[src/rtl/whr_sw_alloc_lock_pkg.sv]
// Shared types and helpers for the wormhole switch allocator with per-output locking.
// Holds the output lock state encoding and the clogb width helper.
package whr_sw_alloc_lock_pkg;

    localparam int NUM_PORTS = 5;

    typedef enum logic {
        OP_IDLE   = 1'b0,
        OP_LOCKED = 1'b1
    } op_state_e;

    // Bits needed to encode 0..value-1; never less than 1.
    function automatic int clogb(input int value);
        int r;
        r = 0;
        for (int i = 0; i < 31; i++) begin
            if ((32'sd1 << i) < value) begin
                r = i + 1;
            end
        end
        return (r == 0) ? 1 : r;
    endfunction

endpackage

[src/rtl/whr_sw_alloc_lock_op.sv]
// Per-output arbiter: round-robin among head flits while idle, then held by one
// input from head to tail. Also raises this output's protocol-violation terms.
module whr_sw_alloc_lock_op
    import whr_sw_alloc_lock_pkg::*;
#(
    parameter int num_ports = NUM_PORTS
) (
    input  logic                 clk,
    input  logic                 reset,
    input  logic [num_ports-1:0] req,
    input  logic [num_ports-1:0] req_head,
    input  logic [num_ports-1:0] req_tail,
    input  logic [num_ports-1:0] route,
    input  logic                 full,
    output logic [num_ports-1:0] grant,
    output logic                 flit_valid,
    output logic                 flit_head,
    output logic                 flit_tail,
    output logic                 err
);

    localparam int ptr_w = clogb(num_ports);

    op_state_e          state_q, state_d;
    logic [ptr_w-1:0]   owner_q, owner_d;
    logic [ptr_w-1:0]   ptr_q, ptr_d;
    logic [ptr_w-1:0]   winner;
    logic [ptr_w-1:0]   idx;
    logic               found;
    logic [num_ports-1:0] routed;
    logic [num_ports-1:0] elig;

    assign routed = req & route;
    assign elig   = routed & {num_ports{~full}};

    always_ff @(posedge clk) begin
        if (reset) begin
            state_q <= OP_IDLE;
            owner_q <= '0;
            ptr_q   <= '0;
        end else begin
            state_q <= state_d;
            owner_q <= owner_d;
            ptr_q   <= ptr_d;
        end
    end

    always_comb begin
        state_d    = state_q;
        owner_d    = owner_q;
        ptr_d      = ptr_q;
        winner     = '0;
        idx        = '0;
        found      = 1'b0;
        grant      = '0;
        case (state_q)
            OP_IDLE: begin
                // First eligible head flit at or after the pointer, wrapping.
                for (int k = 0; k < num_ports; k++) begin
                    idx = ptr_w'((int'(ptr_q) + k) % num_ports);
                    if (!found && elig[idx] && req_head[idx]) begin
                        found  = 1'b1;
                        winner = idx;
                    end
                end
                if (found) begin
                    ptr_d = (winner == ptr_w'(num_ports - 1)) ? '0 : winner + 1'b1;
                    if (!req_tail[winner]) begin
                        state_d = OP_LOCKED;
                        owner_d = winner;
                    end
                end
            end
            OP_LOCKED: begin
                if (elig[owner_q]) begin
                    found  = 1'b1;
                    winner = owner_q;
                    if (req_tail[owner_q]) begin
                        state_d = OP_IDLE;
                    end
                end
            end
            default: state_d = OP_IDLE;
        endcase
        if (found) begin
            grant[winner] = 1'b1;
        end
        flit_valid = found;
        flit_head  = found & req_head[winner];
        flit_tail  = found & req_tail[winner];
    end

    // Violations are judged on any routed request, whether or not credit exists.
    always_comb begin
        err = 1'b0;
        for (int ip = 0; ip < num_ports; ip++) begin
            if (routed[ip]) begin
                if (state_q == OP_IDLE) begin
                    if (!req_head[ip]) err = 1'b1;
                end else if (ptr_w'(ip) == owner_q) begin
                    if (req_head[ip]) err = 1'b1;
                end else if (!req_head[ip]) begin
                    err = 1'b1;
                end
            end
        end
    end

endmodule

[src/rtl/whr_sw_alloc_lock.sv]
// Wormhole switch allocator top: one locking arbiter per output, crossbar select
// and grant fan-in, plus a registered protocol-error pulse.
module whr_sw_alloc_lock
    import whr_sw_alloc_lock_pkg::*;
#(
    parameter int num_ports = NUM_PORTS
) (
    input  logic                           clk,
    input  logic                           reset,
    input  logic [num_ports*num_ports-1:0] route_ip_op,
    input  logic [num_ports-1:0]           req_ip,
    input  logic [num_ports-1:0]           req_head_ip,
    input  logic [num_ports-1:0]           req_tail_ip,
    input  logic [num_ports-1:0]           full_op,
    output logic [num_ports-1:0]           gnt_ip,
    output logic [num_ports-1:0]           flit_valid_op,
    output logic [num_ports-1:0]           flit_head_op,
    output logic [num_ports-1:0]           flit_tail_op,
    output logic [num_ports*num_ports-1:0] xbr_ctrl_op_ip,
    output logic                           error
);

    logic [num_ports-1:0] grant_op_ip [num_ports];
    logic [num_ports-1:0] err_op;
    logic [num_ports-1:0] route_err_ip;
    logic                 error_d;

    for (genvar op = 0; op < num_ports; op++) begin : g_op
        logic [num_ports-1:0] route_col;

        // route_ip_op is input-major; gather this output's column.
        always_comb begin
            route_col = '0;
            for (int ip = 0; ip < num_ports; ip++) begin
                route_col[ip] = route_ip_op[ip*num_ports + op];
            end
        end

        whr_sw_alloc_lock_op #(.num_ports(num_ports)) u_op (
            .clk        (clk),
            .reset      (reset),
            .req        (req_ip),
            .req_head   (req_head_ip),
            .req_tail   (req_tail_ip),
            .route      (route_col),
            .full       (full_op[op]),
            .grant      (grant_op_ip[op]),
            .flit_valid (flit_valid_op[op]),
            .flit_head  (flit_head_op[op]),
            .flit_tail  (flit_tail_op[op]),
            .err        (err_op[op])
        );

        assign xbr_ctrl_op_ip[op*num_ports +: num_ports] = grant_op_ip[op];
    end

    always_comb begin
        gnt_ip = '0;
        for (int op = 0; op < num_ports; op++) begin
            gnt_ip = gnt_ip | grant_op_ip[op];
        end
    end

    always_comb begin
        route_err_ip = '0;
        for (int ip = 0; ip < num_ports; ip++) begin
            route_err_ip[ip] = req_ip[ip] & ~$onehot(route_ip_op[ip*num_ports +: num_ports]);
        end
    end

    assign error_d = (|err_op) | (|route_err_ip);

    always_ff @(posedge clk) begin
        if (reset) begin
            error <= 1'b0;
        end else begin
            error <= error_d;
        end
    end

endmodule
[config.mk]
export PLATFORM = sky130hd
export DESIGN_NAME = whr_sw_alloc_lock
export DESIGN_NICKNAME = d
export VERILOG_FILES = /design/src/rtl/whr_sw_alloc_lock_pkg.sv /design/src/rtl/whr_sw_alloc_lock_op.sv /design/src/rtl/whr_sw_alloc_lock.sv
export SDC_FILE = /design/constraint.sdc
export NUM_CORES = 1
export LEC_CHECK = 0
export ABC_AREA = 0
export CELL_PAD_IN_SITES_DETAIL_PLACEMENT = 1
export CELL_PAD_IN_SITES_GLOBAL_PLACEMENT = 1
export CORE_MARGIN = 5
export CORE_UTILIZATION = 49
export DETAILED_ROUTE_END_ITERATION = 6
export GPL_ROUTABILITY_DRIVEN = 0
export PLACE_DENSITY = 0.95
export SKIP_CTS_REPAIR_TIMING = 1
export SYNTH_ARGS = -nofsm -noshare
export SYNTH_HDL_FRONTEND = slang
export SYNTH_SLANG_ARGS = --single-unit
[constraint.sdc]
create_clock -name clk -period 19.1 [get_ports clk]
set_clock_uncertainty 0.05 [all_clocks]
set_input_delay 4.775 -clock clk [delete_from_list [all_inputs] [get_ports clk]]
set_output_delay 4.775 -clock clk [all_outputs]
set_load 0.02 [all_outputs]
==> qor.yml, run 1 <==
final_hold_viol_count: 0
placeableCoreArea_mm2: 0.0243
cp.required_ps: 14280
die_x_um: 167
drv_cap: 0
ios: 93
grt_antenna_before_repair: 0
port_buffers: 92
worstPathCellList: "clkdlybuf4s50_1 > nand4b_1 > mux2i_1 > a2111oi_0 > or3_1 > nor2_1 > nor4_1 > a32oi_1 > nand2_1 > o21ai_0 > nor3_1 > or4b_1 > clkdlybuf4s50_1"
layout-drive-gt1-share: 0.0649
final_util: 0.544
synth.distinct_cells: 111
cts.sinks: 36
die_area_mm2: 0.0280
slowest_delay_ps: 1070
slew-limit-headroom: 0.328
crit_path_end_kind: "output pin"
fillers: 3110
grt_pass1_wl_um: 76800
num_rows: 57
synth_edf_count: 0
ys_warn_count: 0
synth.area.top_cells: "ha_1, mux2i_1, dfxtp_1, nand2_1, a21oi_1"
htree_levels: 2
hold_path_class: "register to register"
cp_max_fo: 17
synth_seq_cells: 36
grt_pass1_vias: 14700
syn_nets: 1854
tightest_slew_ps: 1010
crit_path_start_kind: "primary input"
cts.clk_slew.worst_paths_ps: 70
power.leakage_nw: 5.20
synth-seq-area-share: 0.0595
nets: 1863
timing.fmax_mhz: 67.0
area_growth_pct: 9.10
wirelength_um: 48000
run_status: "finished clean"
path_class: "primary input to output pin"
cts_buffers: 5
start_util: 0.498
dr.pass1.iters: 7
clk_latency_ps: 310
netlist.area_leader.share: 0.115
dp_cells: 2011
cpMostUsedCell: "clkdlybuf4s50_1"
finalSetupTns_ps: 0
setup_viol: 0
overflow: 0
wl_per_cell_um: 23.8
via_per_inst: 7.07
synth_area_leader_cell: "ha_1"
powerDensity_mw_per_mm2: 189
cp_slowest_cell: "clkdlybuf4s50_1"
dp_hpwl_um: 36100
drt_iter0_markers: 1519
vias: 14300
ir_drop_mv: 0.148
drt.antenna.violating_nets: 0
maxSlewViolCount: 0
grt_max_degree: 32
worst_ep_arrival_time_ps: 10100
ys.flop_type: "dfxtp_1"
root_buffer: "clkbuf_16"
fin_crit_sh: 0.781
grt_usage: 0.325
fin_crit_ps: 14920
cts_tree: "done"
antenna_cells: 0
rsz0062_at_grt: "no"
drc: 0
syn_avg_cell_area_um2: 7.19
async_flop_share: 0
die_y_um: 167
fin_cells: 2019
netlist_instances: 1685
syn_area_mm2: 0.0121
cts_buffer_depth: 2
cells by family after synthesis:
kind of cell	after synthesis	synth area share
mux	118	0.108
simple gates	620	0.270
fa+ha+maj	122	0.133
flops	36	0.0595
compound gates	518	0.307
xor+xnor	64	0.0487
buf+inv	207	0.0729
sequential cells by signal, summed over array words and instances, names as in the netlist:
signal and count:
g_op.u_op.owner_q 15, g_op.u_op.ptr_q 15, g_op.u_op.state_q 5, error 1
worst paths after layout:
path / startpoint / end / slack, ps / cells past startpoint
worst max-delay path: req_ip[3] / gnt_ip[0] / 4180 / 13
worst max register to register: g_op[1].u_op.ptr_q[1] / g_op[1].u_op.owner_q[0] / 12670 / 20
worst min register to register: g_op[0].u_op.owner_q[2] / g_op[0].u_op.owner_q[2] / 550 / 2
worst min-delay path: g_op[0].u_op.owner_q[2] / g_op[0].u_op.owner_q[2] / 550 / 2
cells in the mapped netlist, types with 9 or more instances:
master	n
nand2_1	153
nor2_1	130
ha_1	111
a21oi_1	109
inv_1	94
mux2i_1	87
o21ai_0	82
clkbuf_1	64
nand3_1	50
xnor2_1	44
nor3_1	42
dfxtp_1	36
nor2b_1	35
nand2b_1	32
nand4b_1	29
a31oi_1	24
o22ai_1	24
a211oi_1	22
mux2_2	22
and2_1	21
o31ai_1	21
buf_4	17
or3_1	17
o211ai_1	16
o21a_1	16
xor2_1	16
a21o_1	15
buf_2	15
nor4_1	14
or2_2	12
a311oi_1	11
and4b_1	11
fa_1	11
nand4_1	11
o2111ai_1	11
a22oi_1	10
and3_1	10
nor3b_1	10
a211o_1	9
stage by stage:
| stage | instance area [um^2] | setup slack, ps | power, mW | hold WS, ps |
|---|---|---|---|---|
| after floorplan | 12100 | 6020 | 1.72 | 466 |
| after global placement | 13100 | 4480 | 2.20 | 526 |
| after detailed placement | 13100 | 4460 | 2.32 | 519 |
| after CTS | 13200 | 4430 | 2.44 | 530 |
| after global routing | 13200 | 4100 | 2.66 | 573 |
| final | 13200 | 4180 | 2.49 | 545 |
final cells by class:
cell class	count	area [um^2]	share of cell area
clock buffer	5	125	0.00946
clock inverter	3	42.5	0.00322
inverter	103	387	0.0292
multi-input combinational	1442	10500	0.795
sequential	36	721	0.0545
tap	324	405	0.0307
timing repair buffer	106	1030	0.0776
worst max-delay path, delay by kind of cell:
family / cells / cell delay [ps]
and+or+nand+nor: 7 / 2160
buffers and inverters: 2 / 1630
AOI/OAI and AO/OA: 3 / 1200
muxes: 1 / 320
per-layer routing:
metal | up-vias | share of wire | track usage
li1 | 6323 | - | -
met1 | 6899 | 0.38 | 0.381
met2 | 793 | 0.47 | 0.562
met3 | 264 | 0.088 | 0.0613
met4 | 0 | 0.061 | 0.173
met5 | - | 0 | 0
where the power goes:
part / internal [mW] / switching, mW
registers: 0.0962 / 0.0614
logic: 0.868 / 1.36
clock network: 0.0616 / 0.0411
cell usage in the layout (no fill, tap or decap), types with 29 or more instances in the layout:
| cell type | n |
|---|---|
| nor2_1 | 130 |
| xnor2_1 | 44 |
| nand2_1 | 153 |
| o21ai_0 | 82 |
| nor2b_1 | 35 |
| nand4b_1 | 29 |
| inv_1 | 94 |
| nor3_1 | 42 |
| mux2i_1 | 87 |
| nand3_1 | 50 |
| nand2b_1 | 32 |
| dfxtp_1 | 36 |
| a21oi_1 | 109 |
| ha_1 | 111 |
| clkdlybuf4s50_1 | 92 |
No activity file was read; power rests on OpenSTA's default activity.
==> inputs of run 2 (changes only) <==
--- a/config.mk
+++ b/config.mk
@@ -9,10 +9,10 @@
 export CELL_PAD_IN_SITES_DETAIL_PLACEMENT = 1
 export CELL_PAD_IN_SITES_GLOBAL_PLACEMENT = 1
 export CORE_MARGIN = 5
-export CORE_UTILIZATION = 49
+export CORE_UTILIZATION = 45
 export DETAILED_ROUTE_END_ITERATION = 6
 export GPL_ROUTABILITY_DRIVEN = 0
-export PLACE_DENSITY = 0.95
+export PLACE_DENSITY = 0.93
 export SKIP_CTS_REPAIR_TIMING = 1
 export SYNTH_ARGS = -nofsm -noshare
 export SYNTH_HDL_FRONTEND = slang
==> constraint.sdc (replaced) <==
create_clock -name clk -period 14.1 [get_ports clk]
set_clock_uncertainty 0.05 [all_clocks]
set_input_delay 3.525 -clock clk [delete_from_list [all_inputs] [get_ports clk]]
set_output_delay 3.525 -clock clk [all_outputs]
set_load 0.02 [all_outputs]
==> run 2 against run 1 <==
Against the previous run: cell count increased by 0.69%; first-iteration DRC count down 12%; sequential power rose by 35%; critical path depth unchanged; core utilization shrank 4.9 points; clock-buffer cell count did not move; worst hold slack worse by 2.0 ps; total power rose by 34%; critical endpoint is now flit_head_op[3].
==> qor.yml, run 2 (synthesized netlist as in run 1, its figures left out) <==
run_status: "finished clean"
cts.sinks: 36
finalSetupTns_ps: 0
layout-drive-gt1-share: 0.0632
fin_cells: 2033
layout.cells.most_common: "nand2_1"
cp.required_ps: 10520
ir_drop_mv: 0.216
antenna_cells: 0
dr.pass1.iters: 6
htree_levels: 2
slew-limit-headroom: 0.203
cts_buffers: 5
grt_max_degree: 32
cp_max_fo: 12
crit_path_end_kind: "output pin"
grt_usage: 0.286
cp_slowest_cell: "clkdlybuf4s50_1"
worstPathCellList: "clkdlybuf4s50_1 > nand4b_1 > mux2i_1 > a2111oi_0 > or3_1 > nor2_1 > nor4_1 > a32oi_1 > nand2_1 > o21ai_0 > a221oi_1 > o32ai_1 > clkdlybuf4s50_1"
die_x_um: 174
fin_crit_ps: 12710
wl_per_cell_um: 22.7
slowest_delay_ps: 1000
crit_path_start_kind: "primary input"
path_class: "primary input to output pin"
nets: 1860
maxSlewViolCount: 0
dp_hpwl_um: 35300
port_buffers: 92
worst_hold_slack_ps: 543
final_cell_mix: "nand2_1, nor2_1, ha_1, a21oi_1, inv_1"
drc: 0
grt_pass1_vias: 14200
drt.antenna.violating_nets: 0
powerDensity_mw_per_mm2: 253
via_per_inst: 6.85
dp_cells: 2025
hold_path_class: "register to register"
cp_top_family: "compound AO/OA/AOI/OAI gates"
die_y_um: 174
fin_crit_sh: 0.901
grt_antenna_before_repair: 0
power.leakage_nw: 5.18
vias: 13900
num_rows: 60
ios: 93
wirelength_um: 46200
cts.clk_slew.worst_paths_ps: 70
grt_pass1_wl_um: 73400
placeableCoreArea_mm2: 0.0267
overflow: 0
drt_iter0_markers: 1339
cts_buffer_depth: 2
worst_ep_arrival_time_ps: 9130
die_area_mm2: 0.0303
timing.fmax_mhz: 78.7
clk_latency_ps: 300
start_util: 0.453
rsz0062_at_grt: "no"
cpMostUsedCell: "clkdlybuf4s50_1"
root_buffer: "clkbuf_16"
tightest_slew_ps: 1190
final_hold_viol_count: 0
worst-path-buf-inv: 2
drv_cap: 0
cts_tree: "done"
top_regs: "g_op.u_op.owner_q x15, g_op.u_op.ptr_q x15, g_op.u_op.state_q x5"
area_growth_pct: 9.09
setup_viol: 0
-- run 2: changes by cell type in the layout (fill, tap and decap cells not counted) --
cell / before / now
buf_4: 14 / 11
-- run 2: layout make-up --
type / instances / area (um^2)
clock buffers: 5 / 125
well taps: 341 / 427
inverters: 103 / 387
flip-flops and latches: 36 / 721
repair buffers: 103 / 1000
multi-input cells: 1442 / 10500
fillers: 3449 / 13500
clock inverters: 3 / 42.5
-- run 2: tightest hold or removal path, stage by stage, from the launching register on --
cell and delay [ps]:
dfxtp_1 340, inv_1 130, a211oi_1 80
-- run 2: layer usage --
layer  up-vias  routed length [um]  global-route usage
met5         -                   0                   0
met1      6809               17900               0.341
met3       196                3790              0.0470
li1       6304                   -                   -
met4         0                2240               0.128
met2       621               22200               0.505
-- run 2: worst paths after layout --
path                                              start                      end  slack (ps)  cells after the start
worst min register to register  g_op[0].u_op.owner_q[2]  g_op[0].u_op.owner_q[2]         540                      2
worst max-delay path                     req_head_ip[2]          flit_head_op[3]        1390                     13
worst max register to register    g_op[3].u_op.ptr_q[1]    g_op[3].u_op.ptr_q[2]        7790                     18
worst min-delay path            g_op[0].u_op.owner_q[2]  g_op[0].u_op.owner_q[2]         540                      2
-- run 2: power by group --
group / switching [mW] / internal (mW) / total (mW) / leakage [nW]
Sequential: 0.0828 / 0.130 / 0.213 / 0.295
Combinational: 1.83 / 1.17 / 3.00 / 4.81
Clock: 0.0519 / 0.0833 / 0.135 / 0.0798
-- run 2: stage by stage --
| step | worst slack, ps | util | total power [mW] | instance area [um^2] |
|---|---|---|---|---|
| 2_1_floorplan | 3520 | - | 2.32 | 12100 |
| 3_3_place_gp | 1880 | 0.488 | 3.00 | 13100 |
| 3_5_place_dp | 1720 | 0.488 | 3.14 | 13100 |
| 4_1_cts | 1680 | 0.495 | 3.29 | 13200 |
| 5_1_grt | 1210 | 0.495 | 3.59 | 13200 |
| 6_report | 1390 | 0.495 | 3.35 | 13200 |
==> inputs of run 3 (changes only) <==
--- a/config.mk
+++ b/config.mk
@@ -9,10 +9,10 @@
 export CELL_PAD_IN_SITES_DETAIL_PLACEMENT = 1
 export CELL_PAD_IN_SITES_GLOBAL_PLACEMENT = 1
 export CORE_MARGIN = 5
-export CORE_UTILIZATION = 45
+export CORE_UTILIZATION = 30
 export DETAILED_ROUTE_END_ITERATION = 6
 export GPL_ROUTABILITY_DRIVEN = 0
-export PLACE_DENSITY = 0.93
+export PLACE_DENSITY = 0.69
 export SKIP_CTS_REPAIR_TIMING = 1
 export SYNTH_ARGS = -nofsm -noshare
 export SYNTH_HDL_FRONTEND = slang
==> run 3 against run 2 <==
Against the previous run: the run now ends with DRC left; first-iteration DRC count down 36%; cell count up 9.3%; register-to-register slack worse by 80 ps; critical endpoint unchanged; highest routed layer unchanged.
==> qor.yml, run 3 (synthesized netlist as in run 1, its figures left out) <==
run_status: "finished with violations"
violations: "DRC"
dp_hpwl_um: 37300
crit_path_start_kind: "primary input"
tightest_slew_ps: 1000
dp_cells: 2214
fin_cells: 2222
layout-drive-gt1-share: 0.0660
ios: 93
die_x_um: 211
setup_ws_ps: 1680
port_buffers: 92
root_buffer: "clkbuf_16"
path_class: "primary input to output pin"
cts_buffers: 5
fin_area_mm2: 0.0135
grt_usage: 0.204
dr.pass1.iters: 7
grt_pass1_vias: 13400
worstPathCellList: "clkdlybuf4s50_1 > buf_4 > nand4b_1 > mux2i_1 > a2111oi_0 > or3_1 > nor2_1 > nor4_1 > a32oi_1 > nand2_1 > o21ai_0 > a221oi_1 > o32ai_1 > clkdlybuf4s50_1"
cts_tree: "done"
crit_path_end_kind: "output pin"
grt_use_met2: 0.353
fin_crit_ps: 12420
via_per_inst: 6.00
htree_levels: 2
power_mw: 3.33
setup_viol: 0
final_hold_viol_count: 0
fillers: 4976
cp.required_ps: 10520
cpMostUsedCell: "clkdlybuf4s50_1"
layout.cells.most_common: "nand2_1"
num_rows: 73
placed_cell_area_mm2: 0.0133
drt.antenna.violating_nets: 0
use_met3: 0.0270
die_area_mm2: 0.0445
cts_buffer_depth: 2
maxSlewViolCount: 0
grt_pass1_wl_um: 74600
wirelength_um: 47600
placeableCoreArea_mm2: 0.0398
wl_per_cell_um: 21.4
worst_ep_arrival_time_ps: 8850
grt_antenna_before_repair: 0
hold_path_class: "register to register"
drt_iter0_markers: 860
fin_crit_sh: 0.881
cp_slowest_cell: "clkdlybuf4s50_1"
dp_slack_ps: 1810
cts.sinks: 36
start_util: 0.304
cp_max_fo: 9
vias: 13300
top_regs: "g_op.u_op.owner_q x15, g_op.u_op.ptr_q x15, g_op.u_op.state_q x5"
drv_cap: 0
finalSetupTns_ps: 0
final_cell_mix: "nand2_1, nor2_1, ha_1, a21oi_1, inv_1"
grt_max_degree: 32
cts.clk_slew.worst_paths_ps: 60
drc: 1
ir_drop_mv: 0.137
busiest_layer: "met2"
area_growth_pct: 11.3
clk_latency_ps: 300
timing.fmax_mhz: 80.5
slowest_delay_ps: 890
slew-limit-headroom: 0.323
powerDensity_mw_per_mm2: 247
grt.met1_usage: 0.264
overflow: 0
nets: 1865
power.leakage_nw: 5.21
die_y_um: 211
antenna_cells: 0
rsz0062_at_grt: "no"
==> run 3: report_power, final <==
group	internal, mW	total (mW)	switching (mW)
sequential	0.130	0.212	0.0821
clock	0.0833	0.137	0.0533
combinational	1.17	2.98	1.80
==> run 3: final timing paths <==
kind                           startpoint                 endpoint  slack [ps]  depth (start not counted)
setup / recovery           req_head_ip[2]          flit_head_op[3]        1680                         14
hold reg to reg   g_op[1].u_op.owner_q[2]  g_op[1].u_op.owner_q[2]         550                          2
hold / removal    g_op[1].u_op.owner_q[2]  g_op[1].u_op.owner_q[2]         550                          2
setup reg to reg    g_op[3].u_op.ptr_q[1]    g_op[3].u_op.ptr_q[2]        7710                         19
==> run 3: final cells by class <==
class / count / area (um^2) / area share
multi-input combinational: 1442 / 10500 / 0.780
timing repair buffer: 108 / 1040 / 0.0772
inverter: 103 / 387 / 0.0287
clock buffer: 5 / 125 / 0.00928
clock inverter: 3 / 42.5 / 0.00315
sequential: 36 / 721 / 0.0534
tap: 525 / 657 / 0.0487
==> run 3: critical path, delay by kind of cell <==
kind	cells	cell delay (ps)
buf+inv	3	1910
compound gates	5	1760
simple gates	5	1270
mux	1	370
==> run 3: metrics by stage <==
step,util,hold WS [ps]
finish,0.339,555
global route,0.339,613
CTS,0.339,550
detailed placement,0.334,542
global placement,0.334,525
floorplan,-,466
==> run 3: layer usage <==
layer	part of all wire	routed length, um
met2	0.47	22600
met1	0.45	21500
met4	0.029	1360
met3	0.047	2240
met5	0	0
